--- src/rtl/game_pkg.sv ---
// game_pkg: state encodings, field widths and the volume step helper shared
// by game_ctrl, the LED display block and any other consumer of game state.
package game_pkg;

   localparam int STATE_W = 3;
   localparam int HP_W    = 3;
   localparam int VOL_W   = 3;

   localparam logic [STATE_W-1:0] INIT = 3'b000;
   localparam logic [STATE_W-1:0] WAIT = 3'b001;
   localparam logic [STATE_W-1:0] GAME = 3'b010;
   localparam logic [STATE_W-1:0] WIN  = 3'b011;
   localparam logic [STATE_W-1:0] LOSE = 3'b100;

   typedef enum logic [STATE_W-1:0] {
      ST_INIT = INIT,
      ST_WAIT = WAIT,
      ST_GAME = GAME,
      ST_WIN  = WIN,
      ST_LOSE = LOSE
   } state_e;

   // One volume step: saturates at 0 and vmax; simultaneous up/down cancel.
   function automatic logic [VOL_W-1:0] vol_step(input logic [VOL_W-1:0] v,
                                                 input logic up,
                                                 input logic dn,
                                                 input logic [VOL_W-1:0] vmax);
      logic [VOL_W-1:0] r;
      r = v;
      if (up && !dn && v < vmax) r = v + 1'b1;
      if (dn && !up && v != '0)  r = v - 1'b1;
      return r;
   endfunction

endpackage

--- src/rtl/hsec_divider.sv ---
// hsec_divider: free-running half-second timebase. hsec_tick is high for the
// cycle in which the counter sits at HSEC_CYCLES-1; div_hsec flips after it.
module hsec_divider #(
   parameter int HSEC_CYCLES = 50000000
) (
   input  logic clk,
   input  logic rst,
   output logic hsec_tick,
   output logic div_hsec
);

   localparam int CNT_W = $clog2(HSEC_CYCLES);
   localparam logic [CNT_W-1:0] CNT_LAST = CNT_W'(HSEC_CYCLES - 1);
   localparam logic [CNT_W-1:0] CNT_PRE  = CNT_W'(HSEC_CYCLES - 2);

   logic [CNT_W-1:0] cnt_q, cnt_d;
   logic             tick_q;
   logic             div_q;

   // Next counter value: wrap from HSEC_CYCLES-1 back to 0.
   always_comb begin
      cnt_d = (cnt_q == CNT_LAST) ? '0 : cnt_q + 1'b1;
   end

   // Tick is registered one count early so it lines up with CNT_LAST.
   always_ff @(posedge clk) begin
      if (rst) begin
         cnt_q  <= '0;
         tick_q <= 1'b0;
         div_q  <= 1'b0;
      end else begin
         cnt_q  <= cnt_d;
         tick_q <= (cnt_q == CNT_PRE);
         if (tick_q) div_q <= ~div_q;
      end
   end

   assign hsec_tick = tick_q;
   assign div_hsec  = div_q;

endmodule

--- src/rtl/game_ctrl.sv ---
// game_ctrl: INIT->WAIT->GAME->WIN/LOSE sequencer with HP, volume and the
// half-second timebase. Optional pause in GAME when GAME_CTRL_PAUSE_EN is
// defined (adds the btn_pause input); otherwise paused stays 0.
module game_ctrl
   import game_pkg::*;
#(
   parameter int HSEC_CYCLES = 50000000,
   parameter int START_HP    = 7,
   parameter int VOL_INIT    = 3,
   parameter int VOL_MAX     = 5,
   parameter int WAIT_HSEC   = 6,
   parameter int GAME_HSEC   = 120,
   parameter int RESULT_HSEC = 10
) (
   input  logic               clk,
   input  logic               rst,
   input  logic               btn_start,
   input  logic               btn_vol_up,
   input  logic               btn_vol_down,
   input  logic               hit,
   input  logic               goal,
`ifdef GAME_CTRL_PAUSE_EN
   input  logic               btn_pause,
`endif
   output logic [STATE_W-1:0] state,
   output logic [HP_W-1:0]    curr_hp,
   output logic [VOL_W-1:0]   volume,
   output logic               div_hsec,
   output logic               hsec_tick,
   output logic               paused
);

   localparam logic [7:0]       WAIT_LAST   = 8'(WAIT_HSEC - 1);
   localparam logic [7:0]       GAME_LAST   = 8'(GAME_HSEC - 1);
   localparam logic [7:0]       RESULT_LAST = 8'(RESULT_HSEC - 1);
   localparam logic [HP_W-1:0]  HP_START    = HP_W'(START_HP);
   localparam logic [VOL_W-1:0] VOL_RST     = VOL_W'(VOL_INIT);
   localparam logic [VOL_W-1:0] VOL_CEIL    = VOL_W'(VOL_MAX);

   state_e            state_q;
   logic [HP_W-1:0]   hp_q;
   logic [VOL_W-1:0]  vol_q;
   logic [7:0]        hcnt_q;
   logic              paused_q;
   logic              tick;
   logic              pause_btn;

`ifdef GAME_CTRL_PAUSE_EN
   assign pause_btn = btn_pause;
`else
   assign pause_btn = 1'b0;
`endif

   hsec_divider #(
      .HSEC_CYCLES(HSEC_CYCLES)
   ) u_div (
      .clk      (clk),
      .rst      (rst),
      .hsec_tick(tick),
      .div_hsec (div_hsec)
   );

   // Game flow: state, HP, phase counter and pause; hcnt clears on every state change.
   always_ff @(posedge clk) begin
      if (rst) begin
         state_q  <= ST_INIT;
         hp_q     <= '0;
         hcnt_q   <= '0;
         paused_q <= 1'b0;
      end else begin
         case (state_q)
            ST_INIT: begin
               if (btn_start) begin
                  state_q <= ST_WAIT;
                  hcnt_q  <= '0;
               end
            end
            ST_WAIT: begin
               if (tick) begin
                  if (hcnt_q == WAIT_LAST) begin
                     state_q <= ST_GAME;
                     hp_q    <= HP_START;
                     hcnt_q  <= '0;
                  end else begin
                     hcnt_q <= hcnt_q + 8'd1;
                  end
               end
            end
            ST_GAME: begin
               if (pause_btn) paused_q <= ~paused_q;
               if (!paused_q) begin
                  if (hit && hp_q == HP_W'(1)) begin
                     // Losing the last HP beats a simultaneous goal or timeout.
                     state_q  <= ST_LOSE;
                     hp_q     <= '0;
                     hcnt_q   <= '0;
                     paused_q <= 1'b0;
                  end else begin
                     if (hit && hp_q != '0) hp_q <= hp_q - 1'b1;
                     if (goal || (tick && hcnt_q == GAME_LAST)) begin
                        state_q  <= ST_WIN;
                        hcnt_q   <= '0;
                        paused_q <= 1'b0;
                     end else if (tick) begin
                        hcnt_q <= hcnt_q + 8'd1;
                     end
                  end
               end
            end
            ST_WIN, ST_LOSE: begin
               if (tick) begin
                  if (hcnt_q == RESULT_LAST) begin
                     state_q <= ST_INIT;
                     hp_q    <= '0;
                     hcnt_q  <= '0;
                  end else begin
                     hcnt_q <= hcnt_q + 8'd1;
                  end
               end
            end
            default: begin
               state_q  <= ST_INIT;
               hp_q     <= '0;
               hcnt_q   <= '0;
               paused_q <= 1'b0;
            end
         endcase
      end
   end

   // Volume responds in every state, including while paused.
   always_ff @(posedge clk) begin
      if (rst) vol_q <= VOL_RST;
      else     vol_q <= vol_step(vol_q, btn_vol_up, btn_vol_down, VOL_CEIL);
   end

   assign state     = state_q;
   assign curr_hp   = hp_q;
   assign volume    = vol_q;
   assign hsec_tick = tick;
   assign paused    = paused_q;

endmodule

--- config.mk ---
export PLATFORM = sky130hd
export DESIGN_NAME = game_ctrl
export DESIGN_NICKNAME = d
export VERILOG_FILES = /design/src/rtl/game_pkg.sv /design/src/rtl/hsec_divider.sv /design/src/rtl/game_ctrl.sv
export SDC_FILE = /design/constraint.sdc
export NUM_CORES = 1
export LEC_CHECK = 0
export CORE_AREA = 2 2 75 77
export CTS_CLUSTER_DIAMETER = 200
export DETAILED_ROUTE_END_ITERATION = 8
export DIE_AREA = 0 0 77 79
export PLACE_DENSITY = 0.74
export SLEW_MARGIN = 20
export SYNTH_ARGS = -nofsm -noshare
export SYNTH_HDL_FRONTEND = slang
export SYNTH_HIERARCHICAL = 1
export SYNTH_SLANG_ARGS = --single-unit
--- constraint.sdc ---
create_clock -name clk -period 6.2 [get_ports clk]
set_clock_uncertainty 0.2 [all_clocks]
set_input_delay 0.62 -clock clk [delete_from_list [all_inputs] [get_ports clk]]
set_output_delay 0.62 -clock clk [all_outputs]
set_load 0.02 [all_outputs]
==> flow_metrics.tcl, run 1 <==
set metrics [dict create \
    start_kind "input port" \
    detailed_place_hpwl_mm 3.829 \
    syn_nets 332 \
    clkTransAtPathRegs_ns 0.08 \
    busiest_layer "met2" \
    row_count 27 \
    report.final.slew_viol_count 0 \
    cts_tree "yes" \
    synth_seq_cells 46 \
    ys_warn_count 6 \
    clock_path_buffers 2 \
    grt_pass1_wl_mm 9.522 \
    cts-root-buf "clkbuf_8" \
    setup.worst_path.start "hit" \
    wl_mm 5.381 \
    finalCriticalPeriod_ns 2.893 \
    chipHeight_um 79 \
    yosysSeqAreaShare_pct 34.85 \
    grt_max_degree 28 \
    nets 344 \
    n_antenna_cell 0 \
    required_ns 6.20 \
    start_util_pct 49.51 \
    post_cts_resized 0 \
    pwr_density_cell_nw_per_um2 281.6 \
    firstDrtPassIters 4 \
    synthFlopType "dfxtp_1" \
    relSlewSlack_pct 56.78 \
    power_mw 0.8248 \
    ant_nets 0 \
    reg2reg_slack_ns 3.44 \
    peakVddDrop_mv 0.1647 \
    antenna_found_initial 0 \
    hold_start "u_div/cnt_q[0]" \
    fin_tns_setup_ns 0 \
    post_cts_buffers 0 \
    cts_made_buffers 5 \
    numPortBuffers 18 \
    core_um2 5338 \
    synth.largest_area_cell "dfxtp_1" \
    place_congestion 0.8791 \
    power.leakage_nw 1.042 \
    critPathMaxStageDelay_ns 0.65 \
    grtUsageTotal_pct 18.78 \
    crit_chain "clkdlybuf4s50_1 > and3b_1 > or4_1 > a311oi_4 > nor3_1 > a311oi_1" \
    drt_iter0_drc 127 \
    die_w_um 77 \
    synth.area.top_cells "dfxtp_1 (35%), nor2_1 (6.5%), xor2_1 (4.6%), nand3_1 (3.6%), ha_1 (3.3%)" \
    crit_slowest_cell "a311oi_4" \
    drc 0 \
    async_flop_share_pct 0 \
    fin_util_pct 54.88 \
    timing.final.crit_share_pct 46.67 \
    syn_area_um2 2643 \
    hold_violations 0 \
    yosys.area.top_type_share_pct 34.85 \
    viasPerCell 5.760 \
    clkSinkCount 46 \
    drive_above_1_share_pct 5.488 \
    syn_to_final_growth_pct 10.84 \
    vias 2304 \
    path_class "in2reg" \
    grt_remaining_overflow 0 \
    die-area_um2 6083 \
    use_met3_pct 3.523 \
    use_met2_pct 32.72 \
    grt_pass1_vias 2114 \
    hold_ws_ns 0.2811 \
    tightest_slew_ns 0.6483 \
    synth-edff-count 0 \
    worstHoldPathType "reg2reg" \
    htreeDepth 2 \
    r2r_start "state[1]" \
    status "completed" \
    ios 19 \
    cp_max_fo 14 \
    end_kind "register" \
    syn_avg_cell_area_um2 8.336 \
    cts_hold_buf 0 \
    post_synth_num_cell_types 63 \
    rsz0062_at_grt "no" \
    synthCells 317 \
    netlist_top_cells_count "dfxtp_1 (46), nor2_1 (46), nand2_1 (22)" \
    max_freq_mhz 345.6 \
    clock_latency_ns 0.29 \
    setup_viol 0 \
    drv_cap 0 \
    critPathArrivalTime_ns 2.90 \
    met1_usage_pct 23.88 \
    drt-wirelength-per-cell_um 13.45 \
]
[final cells by class]
cell class / instances / area, µm²
Multi-Input combinational cell: 244 / 1599
Clock buffer: 6 / 82.58
Timing Repair Buffer: 19 / 187.7
Fill cell: 499 / 2409
Tap cell: 72 / 90.09
Inverter: 13 / 48.80
Sequential cell: 46 / 920.9
[cells by family (layout without fill, tap and decap cells)]
family	count (synthesis)	after routing	synth area share [%]
simple gates	154	154	32.29
compound gates	60	60	16.81
flops	46	46	34.85
buf+inv	27	38	4.640
xor+xnor	21	21	6.960
fa+ha+maj	8	8	4.072
mux	1	1	0.3788
[metrics by stage]
stage	cells	worst slack, ns	cell area [µm²]
CTS	400	3.350	2929
floorplan	317	3.712	2643
finish	400	3.307	2929
global route	400	3.252	2929
global placement	394	3.099	2846
detailed placement	394	3.048	2846
[worst paths after layout]
check	to	depth (start not counted)
worst max-delay path	state[1]	6
worst min register to register	u_div/cnt_q[0]	1
worst max register to register	state[1]	5
worst min-delay path	u_div/cnt_q[0]	1
[power breakdown]
group / internal, mW / switching (mW) / total [mW]
Combinational: 0.110 / 0.183 / 0.293
Clock: 0.0859 / 0.0872 / 0.173
Sequential: 0.317 / 0.0418 / 0.359
[worst max-delay path, delay by kind of cell]
family | cells | cell delay, ns
compound gates | 2 | 0.93
simple gates | 3 | 0.92
buf+inv | 1 | 0.42
[registers in the layout (all words and copies together) (netlist names)]
name and flops:
volume 3, hcnt_q 8, u_div/hsec_tick 1, u_div/cnt_q 26
paused 1, u_div/div_hsec 1, state 3, curr_hp 3
[metal layers]
| layer | wire length [µm] | up-vias | share of wire [%] |
|---|---|---|---|
| met3 | 152 | 2 | 2.8 |
| li1 | - | 1176 | - |
| met1 | 2573 | 1095 | 48 |
| met2 | 2638 | 31 | 49 |
| met5 | 0 | - | 0 |
| met4 | 16 | 0 | 0.30 |
[placed cells by master (no fill, tap or decap), types with 8 or more instances in the layout]
cell | netlist | layout
nor2_1 | 46 | 46
dfxtp_1 | 46 | 46
nand2_1 | 22 | 22
nand3_1 | 19 | 19
clkdlybuf4s50_1 | 0 | 18
xor2_1 | 14 | 14
inv_1 | 13 | 13
a21oi_1 | 11 | 11
nand4_1 | 10 | 10
nor3_1 | 9 | 9
and3_1 | 8 | 8
(Power assumes the default switching activity.)
==> inputs of run 2 (changes only) <==
clock period = 2.95 ns   (was 6.2 ns; I/O delays follow)
==> run 2 against run 1 <==
Critical path depth stayed put. Sequential power is 110% higher. Largest cell class unchanged. Highest routed layer unchanged. Total power grew 110%.
==> flow_metrics.tcl, run 2 (synthesized netlist as in run 1, its figures left out) <==
set metrics [dict create \
    antenna_found_initial 0 \
    cts-root-buf "clkbuf_8" \
    numPortBuffers 18 \
    path_buf_inv 2 \
    start_util_pct 49.51 \
    chipHeight_um 79 \
    viasPerCell 5.643 \
    relSlewSlack_pct 58.75 \
    die-area_um2 6083 \
    start_kind "register" \
    drt-wirelength-per-cell_um 13.65 \
    crit_family "simple AND/OR/NAND/NOR gates" \
    report.final.slew_viol_count 0 \
    nFillCells 520 \
    fin_tns_setup_ns 0 \
    nets 346 \
    wl_mm 5.500 \
    top_register "u_div/cnt_q" \
    detailed_place_hpwl_mm 3.929 \
    syn_to_final_growth_pct 11.17 \
    drive_above_1_share_pct 5.740 \
    rsz0062_at_grt "no" \
    row_count 27 \
    grt_max_degree 21 \
    required_ns 2.97 \
    die_w_um 77 \
    p_clk_share_pct 20.7 \
    regArea_um2 920.9 \
    worstHoldPathType "reg2reg" \
    peakVddDrop_mv 0.3162 \
    path_class "reg2reg" \
    power_mw 1.753 \
    cts_made_buffers 5 \
    sequentialPowerShare_pct 43.2 \
    hold_violations 0 \
    clock_path_buffers 2 \
    setup_viol 0 \
    internal_power_mw 1.079 \
    grt_pass1_vias 2077 \
    drv_cap 0 \
    worst_r2r_path_depth 6 \
    pwr_density_cell_nw_per_um2 596.5 \
    final_cell_mix "nor2_1 (46), dfxtp_1 (46), nand2_1 (22)" \
    htreeDepth 2 \
    finalCriticalPeriod_ns 2.524 \
    status "completed" \
    reg2reg_slack_ns 0.43 \
    power.leakage_nw 1.047 \
    cts_tree "yes" \
    min_path_cells 1 \
    combPwrFrac_pct 36.2 \
    multi_input_area_um2 1599 \
    critPathArrivalTime_ns 2.55 \
    cp_max_fo 14 \
    core_um2 5338 \
    timing.final.crit_share_pct 85.56 \
    critPathMaxStageDelay_ns 0.65 \
    ant_nets 0 \
    largest_register_ffs 26 \
    vias 2274 \
    clkTransAtPathRegs_ns 0.08 \
    grt_pass1_wl_mm 9.577 \
    drc 0 \
    cp.depth 6 \
    place_congestion 0.8609 \
    max_freq_mhz 396.2 \
    n_antenna_cell 0 \
    end_kind "register" \
    post_cts_resized 0 \
    crit_chain "inv_1 > or4_1 > a311oi_4 > buf_4 > o2111ai_1 > a31oi_1" \
    switching_power_mw 0.6734 \
    crit_slowest_cell "or4_1" \
    p_sw_share_pct 38.42 \
    firstDrtPassIters 4 \
    cts_hold_buf 0 \
    largestRegisters "u_div/cnt_q x26, hcnt_q x8" \
    grt_remaining_overflow 0 \
    drt_iter0_drc 102 \
    ios 19 \
    tightest_slew_ns 0.6104 \
    grtUsageTotal_pct 19.14 \
    clkSinkCount 46 \
    post_cts_buffers 0 \
    clock_latency_ns 0.29 \
]
[run 2: area by class of cell]
cell class	count	area share, %
multi-input combinational	244	54.43
clock buffer	7	2.598
tap	72	3.066
timing repair buffer	21	6.899
inverter	13	1.661
sequential	46	31.35
[run 2: final timing paths]
path | from | endpoint
worst max-delay path | state[1] | hcnt_q[3]
worst min-delay path | u_div/cnt_q[0] | u_div/cnt_q[0]
worst max register to register | state[1] | hcnt_q[3]
worst min register to register | u_div/cnt_q[0] | u_div/cnt_q[0]
[run 2: layer usage]
metal / GRT usage [%] / routed length (µm) / vias to the layer above / share of wire, %
met1: 25.34 / 2658 / 1080 / 48
met5: 0 / 0 / - / 0
met2: 31.23 / 2709 / 18 / 49
met3: 4.205 / 108 / 2 / 2.0
li1: - / - / 1174 / -
met4: 6.250 / 24 / 0 / 0.44
[run 2: metrics by stage]
stage / hold slack [ns] / worst slack [ns] / util (%) / instance area, µm² / cells
global placement: 0.2590 / 0.3862 / 53.61 / 2861 / 396
global route: 0.3139 / 0.2600 / 55.04 / 2938 / 403
CTS: 0.2906 / 0.4264 / 55.04 / 2938 / 403
detailed placement: 0.2714 / 0.3287 / 53.61 / 2861 / 396
finish: 0.2946 / 0.4259 / 55.04 / 2938 / 403
floorplan: 0.1987 / 0.4616 / - / 2643 / 317
[run 2: power by group through the flow]
stage	logic [mW]	registers (mW)	clock network [mW]
floorplan	0.470	0.756	0
global placement	0.627	0.767	0
detailed placement	0.632	0.770	0
CTS	0.634	0.755	0.379
global route	0.698	0.768	0.404
finish	0.634	0.756	0.362
[run 2: worst register-to-register path, cell delays in order (launching register included)]
cell and delay (ns):
dfxtp_1 0.59, inv_1 0.15, or4_1 0.65, a311oi_4 0.33
buf_4 0.24, o2111ai_1 0.12, a31oi_1 0.19
==> inputs of run 3 (changes only) <==
CORE_AREA = 8 8 93 116   (was 2 2 75 77)
DIE_AREA = 0 0 101 124   (was 0 0 77 79)
PLACE_DENSITY = 0.5   (was 0.74)
==> run 3 against run 2 <==
Final cell count up 13%. Non-clock buffer count did not move. Core utilization is 21 points lower. Combinational power up 0.9%. Clock power increased by 56%. Largest power group unchanged.
==> flow_metrics.tcl, run 3 (synthesized netlist as in run 1, its figures left out) <==
set metrics [dict create \
    status "completed" \
    largest_register_ffs 26 \
    critPathArrivalTime_ns 2.58 \
    post_cts_resized 0 \
    rsz0062_at_grt "no" \
    syn_to_final_growth_pct 16.24 \
    clkSinkCount 46 \
    hold_violations 0 \
    core_um2 8979 \
    chipHeight_um 124 \
    largestRegisters "u_div/cnt_q x26, hcnt_q x8" \
    fin_tns_setup_ns 0 \
    grt_pass1_vias 2166 \
    peakVddDrop_mv 0.3149 \
    relSlewSlack_pct 52.09 \
    power_mw 1.963 \
    report.final.slew_viol_count 0 \
    numPortBuffers 18 \
    ant_nets 0 \
    cts-root-buf "clkbuf_16" \
    clock_latency_ns 0.29 \
    final_cell_mix "nor2_1 (46), dfxtp_1 (46), nand2_1 (22)" \
    wl_mm 6.127 \
    sequentialPowerShare_pct 38.6 \
    cts_made_buffers 5 \
    p_clk_share_pct 28.7 \
    drt-wirelength-per-cell_um 13.47 \
    firstDrtPassIters 5 \
    cts_hold_buf 0 \
    grt_max_degree 28 \
    die_w_um 101 \
    internal_power_mw 1.230 \
    drv_cap 0 \
    viasPerCell 5.059 \
    vias 2302 \
    top_register "u_div/cnt_q" \
    post_cts_buffers 0 \
    worstHoldPathType "reg2reg" \
    grtUsageTotal_pct 10.41 \
    n_antenna_cell 0 \
    htreeDepth 2 \
    drt_iter0_drc 77 \
    max_freq_mhz 387.2 \
    setup_viol 0 \
    cp_max_fo 14 \
    tightest_slew_ns 0.7090 \
    cts_tree "yes" \
    detailed_place_hpwl_mm 4.369 \
    combPwrFrac_pct 32.6 \
    drc 0 \
    p_sw_share_pct 37.32 \
    die-area_um2 12520 \
    hold_ws_ns 0.2815 \
    drive_above_1_share_pct 6.627 \
    pwr_density_cell_nw_per_um2 638.9 \
    required_ns 2.95 \
    timing.final.crit_share_pct 87.55 \
    row_count 39 \
    switching_power_mw 0.7325 \
    grt_pass1_wl_mm 10.53 \
    ios 19 \
    nets 346 \
    finalCriticalPeriod_ns 2.583 \
    path_class "reg2reg" \
    place_congestion 0.8062 \
    clkTransAtPathRegs_ns 0.06 \
    start_kind "register" \
    grt_remaining_overflow 0 \
    power.leakage_nw 1.079 \
    start_util_pct 29.43 \
    end_kind "register" \
    antenna_found_initial 0 \
    clock_path_buffers 2 \
]
-- run 3: changes by cell type in the layout (fill, tap and decap cells not counted), sizes merged --
cell      change
clkbuf        -2
clkinv        +2
clkinvlp      +1
-- run 3: per-stage QoR --
stage	utilization, %	cells	worst slack [ns]	instance area [µm²]
after detailed placement	32.58	447	0.2718	2925
final	34.21	455	0.3674	3072
after global routing	34.21	455	0.2329	3072
after global placement	32.58	447	0.3142	2925
after floorplan	-	317	0.4616	2643
after CTS	34.21	455	0.3459	3072
-- run 3: worst paths after layout --
check                           slack, ns      start  depth (start not counted)         to
worst max-delay path                 0.37   state[1]                          6   state[1]
worst min-delay path                 0.28  hcnt_q[1]                          2  hcnt_q[1]
worst max register to register       0.37   state[1]                          6   state[1]
worst min register to register       0.28  hcnt_q[1]                          2  hcnt_q[1]
-- run 3: power groups by stage --
stage / clock (mW) / combinational, mW / sequential [mW]
finish: 0.564 / 0.640 / 0.758
CTS: 0.588 / 0.648 / 0.758
floorplan: 0 / 0.470 / 0.756
global route: 0.616 / 0.703 / 0.772
detailed placement: 0 / 0.648 / 0.772
global placement: 0 / 0.648 / 0.770
-- run 3: worst max-delay path, stage by stage (launching register included) --
cell and delay, ns:
dfxtp_1 0.58, inv_1 0.16, or4_1 0.66, a311oi_4 0.30, buf_4 0.24, nor3_1 0.08
a311oi_1 0.28
-- run 3: metal layers --
layer  routed length [µm]  share of wire, %  GRT usage, %
met1                 2840                46         11.79
met2                 3002                49         18.42
met3                  197               3.2         2.405
met4                   87               1.4         4.202
met5                    0                 0             0
-- run 3: final cells by class --
class                           count  area (µm²)
Clock buffer                        5       125.1
Clock inverter                      3       21.27
Sequential cell                    46       920.9
Timing Repair Buffer               21       202.7
Multi-Input combinational cell    244        1599
Fill cell                         970        5907
Inverter                           13       48.80
Tap cell                          123       153.9
